## config.mk

```make
export PLATFORM = sky130hd
export DESIGN_NAME = bcd_display_scanner_flat
export DESIGN_NICKNAME = d
export VERILOG_FILES = /design/src/rtl/bcd_display_scanner_pkg.sv /design/src/rtl/bcd_display_scanner_if.sv /design/src/rtl/bcd_display_scanner_refresh_tick_gen.sv /design/src/rtl/bcd_display_scanner.sv /design/src/flat_wrapper.sv
export SDC_FILE = /design/constraint.sdc
export NUM_CORES = 1
export LEC_CHECK = 0
export ABC_AREA = 0
export BUFFER_PORTS_ARGS = -buffer_cell sky130_fd_sc_hd__buf_2
export CAP_MARGIN = 0
export CORE_UTILIZATION = 55
export DETAILED_ROUTE_END_ITERATION = 8
export MAX_ROUTING_LAYER = met4
export PLACE_DENSITY_LB_ADDON = 0.15
export SYNTH_ARGS = -nofsm -noshare
export SYNTH_HDL_FRONTEND = slang
export SYNTH_HIERARCHICAL = 1
export SYNTH_SLANG_ARGS = --single-unit
export TNS_END_PERCENT = 100
```

## constraint.sdc

```tcl
create_clock -name clk -period 2.5 [get_ports clk]
set_clock_uncertainty 0.2 [all_clocks]
set_input_delay 0.25 -clock clk [delete_from_list [all_inputs] [get_ports clk]]
set_output_delay 0.25 -clock clk [all_outputs]
set_load 0.1 [all_outputs]
```

## src/rtl/bcd_display_scanner_pkg.sv

```systemverilog
// rtl/bcd_display_scanner_pkg.sv - shared BCD types and anode helpers for the display scanner
package bcd_disp_pkg;

  localparam logic [3:0] BCD_MAX = 4'd9;

  typedef logic [3:0] bcd_t;

  function automatic logic is_valid_bcd(bcd_t d);
    return (d <= BCD_MAX);
  endfunction

  // Eight-bit wide so it serves any legal digit count; callers size-cast the result.
  function automatic logic [7:0] onehot_anode(logic [2:0] idx, logic active_low);
    logic [7:0] oh;
    oh = 8'b0000_0001 << idx;
    return active_low ? ~oh : oh;
  endfunction

endpackage

```

## src/rtl/bcd_display_scanner_if.sv

```systemverilog
// rtl/bcd_display_scanner_if.sv - load/digit inputs and scan outputs of the display scanner
interface bcd_display_scanner_if #(
  parameter int NUM_DIGITS = 4
);
  localparam int IW = $clog2(NUM_DIGITS > 2 ? NUM_DIGITS : 2);

  logic                    load_i;
  logic [4*NUM_DIGITS-1:0] digits_i;
  logic [3:0]              bcd_o;
  logic [NUM_DIGITS-1:0]   an_o;
  logic [IW-1:0]           digit_idx_o;
  logic                    bcd_err_o;

  modport master (
    output load_i, digits_i,
    input  bcd_o, an_o, digit_idx_o, bcd_err_o
  );

  modport slave (
    input  load_i, digits_i,
    output bcd_o, an_o, digit_idx_o, bcd_err_o
  );

endinterface

```

## src/rtl/bcd_display_scanner_refresh_tick_gen.sv

```systemverilog
// rtl/bcd_display_scanner_refresh_tick_gen.sv - prescaler producing one tick per digit slot
module refresh_tick_gen #(
  parameter int PRESCALE = 50000
) (
  input  logic clk,
  input  logic rst,
  output logic tick_o
);

  localparam int CW = (PRESCALE > 1) ? $clog2(PRESCALE) : 1;

  logic [CW-1:0] cnt;

  // With PRESCALE=1 the counter sits at 0 and the tick is permanently high.
  assign tick_o = (cnt == CW'(PRESCALE - 1));

  always_ff @(posedge clk or posedge rst) begin
    if (rst) begin
      cnt <= '0;
    end else if (tick_o) begin
      cnt <= '0;
    end else begin
      cnt <= cnt + CW'(1);
    end
  end

endmodule

```

## src/rtl/bcd_display_scanner.sv

```systemverilog
// rtl/bcd_display_scanner.sv - multiplexes shadowed BCD digits onto one decoder; optional BLANK_LEADING_ZERO_EN
module bcd_display_scanner
  import bcd_disp_pkg::*;
#(
  parameter int NUM_DIGITS       = 4,
  parameter int PRESCALE         = 50000,
  parameter int ANODE_ACTIVE_LOW = 1
) (
  input  logic                  clk,
  input  logic                  rst,
  bcd_display_scanner_if.slave  bus
);

  localparam int IW = $clog2(NUM_DIGITS > 2 ? NUM_DIGITS : 2);
  localparam logic [NUM_DIGITS-1:0] AN_IDLE = (ANODE_ACTIVE_LOW != 0) ? '1 : '0;

  logic          tick;
  logic [IW-1:0] idx;
  bcd_t          shadow    [NUM_DIGITS];
  bcd_t          nib_clean [NUM_DIGITS];
  logic          load_bad;
  logic [NUM_DIGITS-1:0] an_next;

  refresh_tick_gen #(.PRESCALE(PRESCALE)) u_tick (
    .clk    (clk),
    .rst    (rst),
    .tick_o (tick)
  );

  // Out-of-range nibbles are replaced by 0 so the decoder never sees 10-15.
  always_comb begin
    load_bad = 1'b0;
    for (int i = 0; i < NUM_DIGITS; i++) begin
      nib_clean[i] = is_valid_bcd(bus.digits_i[4*i +: 4]) ? bus.digits_i[4*i +: 4] : '0;
      load_bad     = load_bad | !is_valid_bcd(bus.digits_i[4*i +: 4]);
    end
  end

`ifdef BLANK_LEADING_ZERO_EN
  logic [NUM_DIGITS-1:0] blank;

  always_comb begin
    logic seen;
    seen  = 1'b0;
    blank = '0;
    for (int i = NUM_DIGITS - 1; i >= 0; i--) begin
      seen     = seen | (shadow[i] != '0);
      blank[i] = !seen && (i != 0);
    end
  end

  always_comb begin
    an_next = blank[idx] ? AN_IDLE
                         : NUM_DIGITS'(onehot_anode(3'(idx), ANODE_ACTIVE_LOW != 0));
  end
`else
  always_comb begin
    an_next = NUM_DIGITS'(onehot_anode(3'(idx), ANODE_ACTIVE_LOW != 0));
  end
`endif

  always_ff @(posedge clk or posedge rst) begin
    if (rst) begin
      idx <= '0;
    end else if (tick) begin
      idx <= (idx == IW'(NUM_DIGITS - 1)) ? '0 : idx + IW'(1);
    end
  end

  always_ff @(posedge clk or posedge rst) begin
    if (rst) begin
      for (int i = 0; i < NUM_DIGITS; i++) shadow[i] <= '0;
      bus.bcd_err_o <= 1'b0;
    end else if (bus.load_i) begin
      for (int i = 0; i < NUM_DIGITS; i++) shadow[i] <= nib_clean[i];
      bus.bcd_err_o <= load_bad;
    end
  end

  // Output stage lags idx/shadow by one cycle so the decoder input changes cleanly on an edge.
  always_ff @(posedge clk or posedge rst) begin
    if (rst) begin
      bus.bcd_o       <= '0;
      bus.an_o        <= AN_IDLE;
      bus.digit_idx_o <= '0;
    end else begin
      bus.bcd_o       <= shadow[idx];
      bus.an_o        <= an_next;
      bus.digit_idx_o <= idx;
    end
  end

endmodule
```

## src/flat_wrapper.sv

```systemverilog
// flat-port wrapper written by rule: the top's interface ports become plain ports
module bcd_display_scanner_flat import bcd_disp_pkg::*;
#(
  parameter int NUM_DIGITS       = 4,
  parameter int PRESCALE         = 50000,
  parameter int ANODE_ACTIVE_LOW = 1
)
  (clk, rst, bus_load_i, bus_digits_i, bus_bcd_o, bus_an_o, bus_digit_idx_o, bus_bcd_err_o);
  bcd_display_scanner_if #(.NUM_DIGITS(NUM_DIGITS)) bus_i ();
  input  logic clk;
  input  logic rst;
  input wire logic [$bits(bus_i.load_i)-1:0] bus_load_i;
  input wire logic [$bits(bus_i.digits_i)-1:0] bus_digits_i;
  output wire logic [$bits(bus_i.bcd_o)-1:0] bus_bcd_o;
  output wire logic [$bits(bus_i.an_o)-1:0] bus_an_o;
  output wire logic [$bits(bus_i.digit_idx_o)-1:0] bus_digit_idx_o;
  output wire logic [$bits(bus_i.bcd_err_o)-1:0] bus_bcd_err_o;
  assign bus_i.load_i = bus_load_i;
  assign bus_i.digits_i = bus_digits_i;
  assign bus_bcd_o = bus_i.bcd_o;
  assign bus_an_o = bus_i.an_o;
  assign bus_digit_idx_o = bus_i.digit_idx_o;
  assign bus_bcd_err_o = bus_i.bcd_err_o;
  bcd_display_scanner #(.NUM_DIGITS(NUM_DIGITS), .PRESCALE(PRESCALE), .ANODE_ACTIVE_LOW(ANODE_ACTIVE_LOW)) u_core (.clk(clk), .rst(rst), .bus(bus_i));
endmodule
```

==> impl_metrics.json, run 1 <==
{
  "syn2layout_area_growth_pct": 25.7,
  "cts_root_buffer": "clkbuf_4",
  "routed_via_density": 5.28,
  "ir_drop_uv": 446,
  "grt_pass1_wl_mm": 6.38,
  "grtUsageTotal_pct": 24.7,
  "syn-num-nets": 199,
  "hold_path_class": "in2reg",
  "fin_worst_hold_slack_ns": 0.110,
  "cts_buffer_depth": 2,
  "place_inst": 248,
  "die-area_um2": 3850,
  "power_density_nw_per_um2": 589,
  "crit_family": "simple AND/OR/NAND/NOR gates",
  "grt_pass1_vias": 1384,
  "min_to": "u_core/shadow[12]",
  "initial_core_util_pct": 58.6,
  "ant_nets": 0,
  "rsz0062_at_grt": "false",
  "clkLatencyLatePin_ns": 0.36,
  "cp_slowest_cell": "or4b_4",
  "end_kind": "register",
  "syn_inst": 175,
  "holdPathStages": 4,
  "cap_violations": 0,
  "cp_data_arrival_time_ns": 2.04,
  "ios": 30,
  "diodes": 0,
  "cts_made_buffers": 5,
  "synthTopCellsByArea": "dfrtp_1, dfstp_2, mux4_1, inv_1, o21ai_0",
  "fin_cells": 277,
  "place.gp.congestion": 0.864,
  "clkTransAtPathRegs_ns": 0.13,
  "io_buffers": 29,
  "r2r_setup_slack_ns": 0.50,
  "die_h_um": 62.1,
  "syn-mean-instance-area_um2": 11.3,
  "path_buf_inv": 1,
  "setup_tns_ns": 0,
  "yosys.area.top_type": "dfrtp_1",
  "cts_tree": "built",
  "r2r-end": "u_core/u_tick/cnt[6]",
  "ys.warnings.count": 6,
  "grt_max_degree": 35,
  "wl_per_cell_um": 13.8,
  "cp_cell_sequence": "or4b_4 > nor4_4 > buf_4 > a21oi_1",
  "reg2reg_depth": 4,
  "drt_wl_total_mm": 3.82,
  "placed_area_um2": 2180,
  "grt_overflow": 0,
  "setup_viol": 0,
  "post-route-min-period_ns": 2.00,
  "startpoint_type": "register",
  "cts_sinks": 45,
  "path_class": "reg2reg",
  "tightest_slew_ns": 0.603,
  "relSlewSlack_pct": 59.7,
  "drtPass1Iterations": 4,
  "synth_cell_types": 27,
  "r2r_start": "u_core/u_tick/cnt[4]",
  "drt_drc_violations_left": 0,
  "slowest_delay_ns": 0.55,
  "coreArea_um2": 3390,
  "die_x_um": 62.1,
  "p_leak_nw": 1.20,
  "ctsHtreeMaxLevel": 2,
  "cts_resized": 0,
  "syn_area_um2": 1990,
  "finalCritPeriodShare_pct": 79.8,
  "drive_gt1_share_pct": 19.9,
  "nNetsFinal": 254,
  "core.rowCount": 21,
  "ys_ff_latch": 45,
  "fmax_mhz": 501,
  "grt_antenna_before_repair": 0,
  "path_depth": 4,
  "min_from": "bus_digits_i[1]",
  "drt_iter0_markers": 44,
  "synth_top_area_share_pct": 51.7,
  "outcome": "finished clean",
  "num_vias": 1463,
  "final_area_um2": 2500,
  "yosysSeqAreaShare_pct": 57.0,
  "worstPathRequired_ns": 2.55,
  "hpwl_mm": 2.48,
  "timing.final.hold_violations": 0,
  "slew_viol_final": 0,
  "cp_max_fo": 7
}
## layer usage
metal / GRT usage, % / up-vias / share of wire, %
li1: - / 714 / -
met1: 33.4 / 713 / 47
met5: - / - / 0
met2: 36.3 / 31 / 47
met3: 6.42 / 5 / 4.3
met4: 8.57 / 0 / 1.4
## final cells by class
cell class / instances / area (µm²)
well taps: 46 / 57.6
fillers: 231 / 893
inverters: 24 / 90.1
multi-input cells: 102 / 744
clock buffers: 5 / 37.5
repair buffers: 52 / 370
clock inverters: 3 / 65.1
flip-flops and latches: 45 / 1130
## flip-flops by register name, summed over array words and instances, names as in the netlist
name	cells
u_core/shadow	16
u_core/u_tick/cnt	16
u_core/bus.an_o	4
u_core/bus.bcd_o	4
u_core/bus.digit_idx_o	2
u_core/idx	2
u_core/bus.bcd_err_o	1
## synthesized netlist by cell type
library cell,instances
nand2b_1,1
inv_1,24
buf_2,4
nor4_4,1
o22ai_1,4
nand3b_1,4
or3_1,1
mux4_1,4
xor2_1,7
o21ai_0,15
ha_1,5
dfstp_2,4
nor2_1,10
xnor2_1,5
nand4_1,6
or2_2,1
nand3_1,8
or4b_4,1
nor2b_1,1
nor4_1,3
o32ai_1,4
or4bb_1,2
and4_1,2
a21oi_1,2
dfrtp_1,41
nand2_1,14
mux2i_1,1
## worst min-delay path, stage by stage
cell,delay (ns)
buf_2,0.10
o21ai_0,0.11
nand3_1,0.09
o21ai_0,0.08
## power by group
group          internal (mW)  total, mW  leakage [nW]  switching (mW)
clock network          0.310      0.540        0.0552           0.230
registers              0.754      0.767         0.578          0.0131
logic                 0.0603      0.162         0.564           0.102
## cells in the final DEF (no fill, tap or decap), types with 2 or more instances in the layout
cell,n
mux4_1,4
a21oi_1,2
nor2_1,10
bufinv_16,2
ha_1,5
nand2_1,14
dfrtp_1,41
or4bb_1,2
dfstp_2,4
o22ai_1,4
o21ai_0,15
xnor2_1,5
nor4_1,3
dlygate4sd3_1,21
clkbuf_4,5
nand3b_1,4
o32ai_1,4
xor2_1,7
buf_2,29
nand4_1,6
nand3_1,8
inv_1,24
buf_4,2
and4_1,2
## stage by stage
step           worst slack (ns)  power [mW]  util [%]
2_1_floorplan             0.526       0.873         -
3_3_place_gp              0.566       0.909      64.4
3_5_place_dp              0.520       0.914      64.4
4_1_cts                   0.496        1.48      73.6
5_1_grt                   0.331        1.54      73.6
6_report                  0.504        1.47      73.6
## repair_timing
action                     CTS  global route
hold endpoints to repair    57             0
buffers inserted             0             0
setup endpoints to repair    0             0
hold buffers                21             0
## worst max path at each step
stage	slack, ns	endpoint	from
3_3_place_gp	0.57	u_core/u_tick/cnt[4]	u_core/u_tick/cnt[4]
3_5_place_dp	0.52	u_core/u_tick/cnt[6]	u_core/u_tick/cnt[4]
6_report	0.50	u_core/u_tick/cnt[6]	u_core/u_tick/cnt[4]
2_1_floorplan	0.53	u_core/u_tick/cnt[9]	u_core/u_tick/cnt[4]
5_1_grt	0.33	u_core/u_tick/cnt[9]	u_core/u_tick/cnt[0]
4_1_cts	0.50	u_core/u_tick/cnt[6]	u_core/u_tick/cnt[4]
## kinds of logic (layout without fill, tap and decap cells)
group / Yosys count / count (layout) / share of synthesized area, %
AO/OA/AOI/OAI: 25 / 25 / 7.31
XOR/XNOR: 12 / 12 / 5.29
AND/OR/NAND/NOR: 55 / 55 / 15.9
buffers and inverters: 28 / 84 / 5.55
multiplexers: 5 / 5 / 5.80
adder cells (fa/ha/maj): 5 / 5 / 3.15
flip-flops: 45 / 45 / 57.0
No activity file was read; power rests on OpenSTA's default activity.
==> run 2: changes to the inputs <==
==> constraint.sdc (replaced) <==
create_clock -name clk -period 2.1 [get_ports clk]
set_clock_uncertainty 0.2 [all_clocks]
set_input_delay 0.21 -clock clk [delete_from_list [all_inputs] [get_ports clk]]
set_output_delay 0.21 -clock clk [all_outputs]
set_load 0.1 [all_outputs]
==> run 2 against run 1 <==
Against the previous run: non-clock buffer count did not move; cell count did not move; worst hold slack got worse by 0.080 ns; sequential share of layout area rose by 0.88 points; wire length rose by 2.6%; first-iteration DRC count rose to 2.7 times the previous value; largest cell class unchanged.
==> impl_metrics.json, run 2 (synthesis gave the netlist of run 1 again) <==
{
  "postCtsSetupRepairBufs": 0,
  "postLayoutSetupSlackWorst_ns": 0.125,
  "setup_tns_ns": 0,
  "worstPathRequired_ns": 2.16,
  "cts_sinks": 45,
  "cp_max_fo": 13,
  "post-route-util_pct": 72.2,
  "drt_drc_violations_left": 0,
  "grt_pass1_wl_mm": 6.44,
  "tightest_slew_ns": 0.596,
  "min_from": "bus_digits_i[1]",
  "setup_viol": 0,
  "nNetsFinal": 254,
  "drt_iter0_markers": 120,
  "cp_slowest_cell": "or4b_4",
  "die-area_um2": 3850,
  "die_h_um": 62.1,
  "path_buf_inv": 1,
  "outcome": "finished clean",
  "post-route-min-period_ns": 1.97,
  "final_area_um2": 2450,
  "top_regs": "u_core/shadow (16), u_core/u_tick/cnt (16)",
  "grt_pass1_vias": 1390,
  "clkTransAtPathRegs_ns": 0.13,
  "holdPathStages": 4,
  "reg2reg_depth": 5,
  "coreArea_um2": 3390,
  "drive_gt1_share_pct": 19.5,
  "end_kind": "register",
  "io_buffers": 29,
  "p_leak_nw": 1.17,
  "cts_made_buffers": 5,
  "grt_max_degree": 35,
  "syn2layout_area_growth_pct": 23.3,
  "drtPass1Iterations": 4,
  "path_class": "reg2reg",
  "rsz0062_at_grt": "false",
  "initial_core_util_pct": 58.6,
  "cap_violations": 0,
  "core.rowCount": 21,
  "cts_tree": "built",
  "min_to": "u_core/shadow[12]",
  "ios": 30,
  "diodes": 0,
  "grt_overflow": 0,
  "cts_root_buffer": "clkbuf_4",
  "num_vias": 1471,
  "hold_path_class": "in2reg",
  "r2r_setup_slack_ns": 0.13,
  "placed_area_um2": 2180,
  "cp_cell_sequence": "or4b_4 > nor4_4 > buf_6 > nand2b_1 > mux2i_1",
  "grtUsageTotal_pct": 24.9,
  "drt_wl_total_mm": 3.92,
  "relSlewSlack_pct": 60.2,
  "finalCritPeriodShare_pct": 94.0,
  "layout_commonest_cell": "dfrtp_1",
  "timing.final.hold_violations": 0,
  "ir_drop_uv": 440,
  "die_x_um": 62.1,
  "cts_buffer_depth": 2,
  "power_density_nw_per_um2": 615,
  "r2r-end": "u_core/u_tick/cnt[9]",
  "ctsHtreeMaxLevel": 2,
  "startpoint_type": "register",
  "slowest_delay_ns": 0.55,
  "routed_via_density": 5.31,
  "crit_family": "simple AND/OR/NAND/NOR gates",
  "final_cell_mix": "dfrtp_1, buf_2, inv_1",
  "hpwl_mm": 2.51,
  "ant_nets": 0,
  "slew_viol_final": 0,
  "cp_data_arrival_time_ns": 2.03,
  "wl_per_cell_um": 14.1,
  "fmax_mhz": 506,
  "r2r_start": "u_core/u_tick/cnt[4]",
  "post-place-ws_ns": 0.103,
  "grt_antenna_before_repair": 0,
  "clkLatencyLatePin_ns": 0.37,
  "place.gp.congestion": 0.820
}
## run 2: cell count changes in the layout (fill, tap and decap cells not counted)
cell	change
bufinv_16	-2
clkbuf_1	+1
buf_6	+1
clkinv_2	+1
buf_4	-1
## run 2: power breakdown
group | leakage, nW | internal, mW | total, mW | switching [mW]
clock network | 0.0320 | 0.128 | 0.400 | 0.272
registers | 0.578 | 0.897 | 0.913 | 0.0153
logic | 0.562 | 0.0705 | 0.193 | 0.123
## run 2: cell type report
| class | instances | area [µm²] |
|---|---|---|
| well taps | 46 | 57.6 |
| clock buffers | 6 | 41.3 |
| repair buffers | 52 | 374 |
| fillers | 247 | 941 |
| multi-input cells | 102 | 744 |
| inverters | 24 | 90.1 |
| clock inverters | 2 | 10.0 |
| flip-flops and latches | 45 | 1130 |
## run 2: metal layers
layer,up-vias,track usage [%],wire length (µm)
li1,717,-,-
met1,705,32.5,1770
met4,0,7.62,54
met5,-,-,0
met3,5,5.59,202
met2,44,38.8,1890
## run 2: through the flow
step	instances	hold slack, ns	total power [mW]
6_report	277	0.0300	1.51
5_1_grt	277	0.0671	1.57
4_1_cts	277	0.0358	1.51
3_5_place_dp	248	0.111	1.09
3_3_place_gp	248	0.0947	1.08
2_1_floorplan	175	-0.0763	1.04
## run 2: worst reg2reg max path, stage by stage, from the launching register on
cell and delay [ns]:
dfrtp_1 0.46, or4b_4 0.55, nor4_4 0.28, buf_6 0.18
nand2b_1 0.12, mux2i_1 0.08
## run 2: how the worst max path moves through the flow
stage	from	cells past startpoint	to
after floorplan	u_core/u_tick/cnt[4]	4	u_core/u_tick/cnt[9]
after global placement	u_core/u_tick/cnt[4]	5	u_core/u_tick/cnt[9]
after detailed placement	u_core/u_tick/cnt[4]	5	u_core/u_tick/cnt[9]
after CTS	u_core/u_tick/cnt[4]	5	u_core/u_tick/cnt[9]
after global routing	u_core/u_tick/cnt[4]	5	u_core/u_tick/cnt[9]
final	u_core/u_tick/cnt[4]	5	u_core/u_tick/cnt[9]
## run 2: repair_timing
item / in CTS / in global routing
endpoints found under the hold margin: 59 / 0
hold buffers: 21 / 0
gates resized for setup: 0 / 1
setup endpoints to repair: 0 / 1
